[config.mk]
export PLATFORM = sky130hd
export DESIGN_NAME = id_ex_stage
export DESIGN_NICKNAME = d
export VERILOG_FILES = /design/src/rtl/id_ex_stage.sv
export SDC_FILE = /design/constraint.sdc
export NUM_CORES = 1
export LEC_CHECK = 0
export CORE_MARGIN = 2
export CORE_UTILIZATION = 43
export CTS_CLUSTER_DIAMETER = 60
export DETAILED_ROUTE_END_ITERATION = 12
export PLACE_DENSITY = 0.82
export SYNTH_ARGS = -nofsm -noshare
export SYNTH_HDL_FRONTEND = slang
export SYNTH_SLANG_ARGS = --single-unit
[constraint.sdc]
create_clock -name clk -period 2.7 [get_ports clk]
set_clock_uncertainty 0.2 [all_clocks]
set_input_delay 0.27 -clock clk [delete_from_list [all_inputs] [get_ports clk]]
set_output_delay 0.27 -clock clk [all_outputs]
set_load 0.1 [all_outputs]
[src/rtl/id_ex_stage.sv]
// ID/EX pipeline register with load-use hazard detection, branch flush and
// a saturating count of inserted load-use bubbles.
module id_ex_stage #(
    parameter int DW = 32,
    parameter int RW = 5,
    parameter int CW = 16
) (
    input  logic          clk,
    input  logic          rst_n,
    input  logic          id_valid,
    input  logic [7:0]    id_ctrl,
    input  logic [DW-1:0] id_rs_data,
    input  logic [DW-1:0] id_rt_data,
    input  logic [DW-1:0] id_imm,
    input  logic [DW-1:0] id_pc4,
    input  logic [RW-1:0] id_rs_addr,
    input  logic [RW-1:0] id_rt_addr,
    input  logic [RW-1:0] id_rd_addr,
    input  logic [5:0]    id_funct,
    input  logic          ex_flush,
    input  logic          ex_hold,
    output logic          stall_out,
    output logic          ex_valid,
    output logic [7:0]    ex_ctrl,
    output logic [DW-1:0] ex_rs_data,
    output logic [DW-1:0] ex_rt_data,
    output logic [DW-1:0] ex_imm,
    output logic [DW-1:0] ex_pc4,
    output logic [RW-1:0] ex_rs_addr,
    output logic [RW-1:0] ex_rt_addr,
    output logic [RW-1:0] ex_wr_addr,
    output logic [5:0]    ex_funct,
    output logic [CW-1:0] bubble_cnt
);

    logic          ex_valid_q,   ex_valid_d;
    logic [7:0]    ex_ctrl_q,    ex_ctrl_d;
    logic [DW-1:0] ex_rs_data_q, ex_rs_data_d;
    logic [DW-1:0] ex_rt_data_q, ex_rt_data_d;
    logic [DW-1:0] ex_imm_q,     ex_imm_d;
    logic [DW-1:0] ex_pc4_q,     ex_pc4_d;
    logic [RW-1:0] ex_rs_addr_q, ex_rs_addr_d;
    logic [RW-1:0] ex_rt_addr_q, ex_rt_addr_d;
    logic [RW-1:0] ex_wr_addr_q, ex_wr_addr_d;
    logic [5:0]    ex_funct_q,   ex_funct_d;
    logic [CW-1:0] bubble_cnt_q, bubble_cnt_d;

    logic uses_rt;
    logic hazard;
    logic load_data;

    // A load in EX (MemRead) whose rt is read by the instruction in ID.
    always_comb begin
        uses_rt   = id_ctrl[7] | id_ctrl[6] | id_ctrl[2];
        hazard    = ex_valid_q & ex_ctrl_q[5] & id_valid & (ex_rt_addr_q != '0) &
                    ((ex_rt_addr_q == id_rs_addr) | (uses_rt & (ex_rt_addr_q == id_rt_addr)));
        stall_out = (hazard | ex_hold) & ~ex_flush;
    end

    always_comb begin
        ex_valid_d   = ex_valid_q;
        ex_ctrl_d    = ex_ctrl_q;
        ex_rs_data_d = ex_rs_data_q;
        ex_rt_data_d = ex_rt_data_q;
        ex_imm_d     = ex_imm_q;
        ex_pc4_d     = ex_pc4_q;
        ex_rs_addr_d = ex_rs_addr_q;
        ex_rt_addr_d = ex_rt_addr_q;
        ex_wr_addr_d = ex_wr_addr_q;
        ex_funct_d   = ex_funct_q;
        bubble_cnt_d = bubble_cnt_q;
        load_data    = 1'b0;

        if (ex_flush) begin
            ex_valid_d = 1'b0;
            ex_ctrl_d  = '0;
            load_data  = 1'b1;
        end else if (ex_hold) begin
            load_data  = 1'b0;
        end else if (hazard) begin
            // Bubble: data fields keep their old values, they are dead anyway.
            ex_valid_d = 1'b0;
            ex_ctrl_d  = '0;
            if (~&bubble_cnt_q) begin
                bubble_cnt_d = bubble_cnt_q + 1'b1;
            end
        end else begin
            ex_valid_d = id_valid;
            ex_ctrl_d  = id_valid ? id_ctrl : 8'h00;
            load_data  = 1'b1;
        end

        if (load_data) begin
            ex_rs_data_d = id_rs_data;
            ex_rt_data_d = id_rt_data;
            ex_imm_d     = id_imm;
            ex_pc4_d     = id_pc4;
            ex_rs_addr_d = id_rs_addr;
            ex_rt_addr_d = id_rt_addr;
            ex_wr_addr_d = id_ctrl[7] ? id_rd_addr : id_rt_addr;
            ex_funct_d   = id_funct;
        end
    end

    always_ff @(posedge clk) begin
        if (!rst_n) begin
            ex_valid_q   <= 1'b0;
            ex_ctrl_q    <= '0;
            ex_rs_data_q <= '0;
            ex_rt_data_q <= '0;
            ex_imm_q     <= '0;
            ex_pc4_q     <= '0;
            ex_rs_addr_q <= '0;
            ex_rt_addr_q <= '0;
            ex_wr_addr_q <= '0;
            ex_funct_q   <= '0;
            bubble_cnt_q <= '0;
        end else begin
            ex_valid_q   <= ex_valid_d;
            ex_ctrl_q    <= ex_ctrl_d;
            ex_rs_data_q <= ex_rs_data_d;
            ex_rt_data_q <= ex_rt_data_d;
            ex_imm_q     <= ex_imm_d;
            ex_pc4_q     <= ex_pc4_d;
            ex_rs_addr_q <= ex_rs_addr_d;
            ex_rt_addr_q <= ex_rt_addr_d;
            ex_wr_addr_q <= ex_wr_addr_d;
            ex_funct_q   <= ex_funct_d;
            bubble_cnt_q <= bubble_cnt_d;
        end
    end

    assign ex_valid   = ex_valid_q;
    assign ex_ctrl    = ex_ctrl_q;
    assign ex_rs_data = ex_rs_data_q;
    assign ex_rt_data = ex_rt_data_q;
    assign ex_imm     = ex_imm_q;
    assign ex_pc4     = ex_pc4_q;
    assign ex_rs_addr = ex_rs_addr_q;
    assign ex_rt_addr = ex_rt_addr_q;
    assign ex_wr_addr = ex_wr_addr_q;
    assign ex_funct   = ex_funct_q;
    assign bubble_cnt = bubble_cnt_q;

endmodule
After elaboration in Yosys (flattened, before gate mapping)
Cells that the tools add are included.
{"block": "op_classes", "n_mux": 7, "n_eq_ne": 2, "reduce_logical": 4, "n_bitwise": 14, "addsub": 1}
{"operator": "16-bit by 1-bit adder with 16-bit output, second input constant", "n": 1}
{"operator": "8-bit two-way mux", "n": 2}
{"operator": "16-bit AND reduction", "n": 1}
{"operator": "5-bit equality test", "n": 2}
{"operator": "1-bit AND", "n": 6}
{"operator": "5-bit two-way mux", "n": 1}
{"operator": "5-bit nonzero test", "n": 1}
{"operator": "1-bit two-way mux", "n": 4}
{"operator": "1-bit inverter", "n": 4}
{"operator": "1-bit OR", "n": 4}
{"operator": "4-bit AND reduction", "n": 1}
{"operator": "2-bit OR reduction", "n": 1}
{"block": "word_totals", "in_bits": 162, "wordCells": 39, "register_bits": 174, "out_inout_bits": 175}

Depth between registers and ports, before layout
{"block": "depth", "ltp_word": 8, "ltp_mapped": 9}

Worst setup path before layout
Ideal clock, no wire load.
{"block": "synth_timing", "path_kind": "reg2out", "startpoint": "register ex_rt_addr_q[4] (netlist: ex_rt_addr[4])", "endpoint": "output port stall_out", "t_required_ps": 2230, "t_arrival_ps": 2801, "setup_slack_ps": -571, "path_stages_with_launch": 8, "cell_sequence": "dfxtp_1 -> xnor2_1 -> nand4_1 -> o22ai_4 -> a31oi_4 -> buf_6 -> buf_2 -> inv_1"}
{"block": "synth_via", "elab_chain_len": 6}
{"element": "start, declared", "line_no": "43", "rtl": "logic [RW-1:0] ex_rt_addr_q, ex_rt_addr_d;"}
{"element": "start signal, assigned", "line_no": "126", "rtl": "ex_rt_addr_q <= ex_rt_addr_d;"}
{"element": "5-bit equality test", "line_no": "56", "rtl": "((ex_rt_addr_q == id_rs_addr) | (uses_rt & (ex_rt_addr_q == id_rt_addr)));"}
{"element": "1-bit AND", "line_no": "56"}
{"element": "1-bit OR", "line_no": "56"}
{"element": "1-bit AND (*)", "line_no": "55", "rtl": "hazard = ex_valid_q & ex_ctrl_q[5] & id_valid & (ex_rt_addr_q != '0) &"}
{"element": "1-bit OR (*)", "line_no": "57", "rtl": "stall_out = (hazard | ex_hold) & ~ex_flush;"}
{"element": "1-bit AND (*)", "line_no": "57"}
{"element": "end, declared", "line_no": "22", "rtl": "output logic stall_out,"}
Every way passes the cells marked *; elsewhere a longest branch is shown, timed or not.

Final worst setup path
Ends and elaborated chain as after synthesis.

==> impl_metrics.yaml <==
clocking:
  ctsResizeCount: 0
  cts.reportedPaths.clkPinSlew_ps: 70
  cts_setup_buffers: 0
  h-tree-depth: 4
  ctsRootBufferMaster: "clkbuf_16"
  clockBufferDepth: 2
  cts_buffers: 17
  clock-sinks: 174
  cts_tree: "done"
  clk_latency_ps: 420
detailed_routing:
  wl_um: 20600
  drcViolationCount: 0
  drt_first_pass_iters: 5
  post_drt_wl_per_cell_um: 15.3
  ant_nets: 0
  drtIter0Drc: 326
  num_vias: 6709
  viasPerCell: 4.97
pwr:
  total_power_mw: 7.31
  powerDensity_mw_per_mm2: 641
  p_leak_nw: 4.68
  ir_worst_vdd_mv: 0.429
synth:
  yosys.area_share.simple: 0.273
  yosysWarnings: 0
  synth_seq_area_share: 0.451
  syn_area_mm2: 0.00773
  async_flop_share: 0
  synthFlopType: "dfxtp_1"
  synth_nets: 965
  synthMuxAreaShare: 0.0246
  synth_xor_area_frac: 0.0159
  synthAdderAreaFrac: 0.00162
  synth_compound_area_frac: 0.175
  synth-edff-count: 0
  yosysUniqueCellTypes: 41
  synth-seq-cells: 174
  netlist_instances: 802
  avgSynthCellArea_um2: 9.64
  synth_top_family_by_area: "simple AND/OR/NAND/NOR gates"
critical_path:
  r2r_end: "bubble_cnt[14]$_SDFFE_PN0P_"
  crit_type: "flip-flop to output port"
  worstSetupEndpointType: "output port"
  endpoint: "stall_out"
  crit_path_start: "ex_rt_addr[4]$_SDFFE_PN0P_"
  required_ps: 2230
  worst-path-max-fanout: 23
  reg2reg_from: "bubble_cnt[0]$_SDFFE_PN0P_"
  cp.arrival_ps: 2060
  rrSetupSlack_ps: 390
  start_kind: "flip-flop"
  reg2reg_depth: 6
sta:
  slew_headroom: 0.436
  worst_pin_slew_ps: 844
  report.final.setup_viol: 0
  worst_slack_ps: 171
  timing.hold.ws_ps: 194
  final_max_slew_viol_count: 0
  rsz0062_at_grt: "no"
  fin_crit_ps: 2530
  setup_tns_ps: 0
  fmax_ghz: 0.395
  hold_viol: 0
  fin_crit_sh: 0.937
finish:
  syn_to_final_growth_pct: 47.6
  layout-drive-gt1-share: 0.401
  n_antenna_cell: 0
  design_area_mm2: 0.0114
  final_nets: 1271
  instances_no_fill: 1350
  post-route-util: 0.642
global_route:
  use_met3: 0.0537
  antenna_found_initial: 0
  track_usage: 0.209
  grt_max_degree: 149
  gr-usage-met2: 0.336
  met1_usage: 0.271
  grt_pass1_wl_um: 32800
  grt.busiest_layer: "met2"
  grt.overflow.total: 0
  grt_pass1_vias: 6265
placement:
  numPortBuffers: 336
  dp_slack_ps: 198
  dpl.cell_count: 1317
  dp_hpwl_um: 15100
  gp_congestion: 0.802
  post_dp_cell_area_mm2: 0.0108
status:
  status: "complete, no violations"
floorplan:
  die_y_um: 138
  die_x_um: 138
  io_pins: 337
  initial_core_util: 0.435
  die_area_mm2: 0.0191
  core-area_mm2: 0.0178
  fp-row-count: 49
flow_run:
  max_cap_viol_count: 0
worst_hold_path:
  hold_path_class: "input port to flip-flop"
-- cells in the final DEF, fill, tap and decap left out, types with 8 or more instances in the layout --
cell type,n
dfxtp_1,166
o21ai_1,34
nor2_1,30
mux2i_1,19
nand3_2,101
nand3_1,42
clkdlybuf4s50_1,160
clkbuf_16,17
buf_12,12
o21ai_2,100
buf_4,182
nand2_1,147
xnor2_1,12
a32oi_1,8
-- cells in the mapped netlist, types with 2 or more instances --
cell type,instances,area [um^2]
o21ai_1,34,170
and3_1,5,31.3
o21ai_0,7,35.0
a211oi_2,5,62.6
a32oi_1,8,70.1
xor2_1,2,17.5
buf_6,2,22.5
buf_4,3,22.5
nand2b_1,5,31.3
clkbuf_1,29,109
nand3_1,42,210
or3_1,4,25.0
a21oi_1,6,30.0
inv_1,6,22.5
nand3_2,101,1010
nand4_1,7,43.8
and3_4,2,22.5
buf_8,11,165
nor3_1,2,10.0
dfxtp_1,174,3480
mux2i_1,19,190
nand2_1,147,552
o21ai_2,100,876
buf_2,22,110
and2_1,3,18.8
xnor2_1,12,105
nor2_1,30,113
-- cell type report --
| class | instances | area (um^2) |
|---|---|---|
| Sequential cell | 174 | 3510 |
| Clock buffer | 21 | 470 |
| Tap cell | 229 | 287 |
| Multi-Input combinational cell | 553 | 3780 |
| Inverter | 6 | 26.3 |
| Timing Repair Buffer | 356 | 3230 |
| Fill cell | 1484 | 6370 |
| Clock inverter | 11 | 103 |
-- routing by layer --
metal / vias to the layer above / share of wire
met1: 3051 / 0.44
met5: - / 0
li1: 3382 / -
met3: 35 / 0.063
met2: 241 / 0.47
met4: 0 / 0.024
-- sequential cells by signal, indices dropped and copies added (netlist names) --
signal,cells
ex_rt_addr,5
bubble_cnt,16
ex_rs_data,32
ex_funct,6
ex_pc4,32
ex_imm,32
ex_rs_addr,5
ex_ctrl,8
ex_wr_addr,5
ex_valid,1
ex_rt_data,32
-- kinds of logic (layout without fill, tap and decap cells) --
| kind of cell | count (synthesis) | in the layout |
|---|---|---|
| buffers and inverters | 75 | 394 |
| multiplexers | 19 | 19 |
| AO/OA/AOI/OAI | 167 | 167 |
| flip-flops | 174 | 174 |
| XOR/XNOR | 14 | 14 |
| adder cells (fa/ha/maj) | 1 | 1 |
| AND/OR/NAND/NOR | 352 | 352 |
-- how the worst min path moves through the flow --
| stage | startpoint | end | cells after the start | slack [ps] |
|---|---|---|---|---|
| after global placement | ex_rs_data[13]$_SDFFE_PN0P_ | ex_rs_data[13]$_SDFFE_PN0P_ | 2 | 240 |
| after floorplan | id_funct[0] | ex_funct[0]$_SDFFE_PN0P_ | 2 | 190 |
| after CTS | id_rs_data[3] | ex_rs_data[3]$_SDFFE_PN0P_ | 3 | 180 |
| after global routing | id_rs_data[3] | ex_rs_data[3]$_SDFFE_PN0P_ | 3 | 190 |
| final | id_rs_data[3] | ex_rs_data[3]$_SDFFE_PN0P_ | 3 | 190 |
| after detailed placement | ex_rs_data[11]$_SDFFE_PN0P_ | ex_rs_data[11]$_SDFFE_PN0P_ | 2 | 240 |
-- timing repair --
action / CTS / global route
endpoints found under the hold margin: 12 / 0
hold buffers: 1 / 0
endpoints found under the setup margin: 0 / 0
-- worst max-delay path, stage by stage (launching register included) --
cell and delay, ps:
dfxtp_4 370, nor3_1 240, a21oi_2 190, a31oi_4 300, buf_12 230, clkinvlp_4 130
buf_12 170
-- report_power, final --
| part | switching, mW | internal [mW] | leakage [nW] |
|---|---|---|---|
| combinational | 1.53 | 0.585 | 2.95 |
| clock | 1.04 | 1.35 | 0.285 |
| sequential | 0.0864 | 2.72 | 1.44 |
No activity file was read; power rests on OpenSTA's default activity.
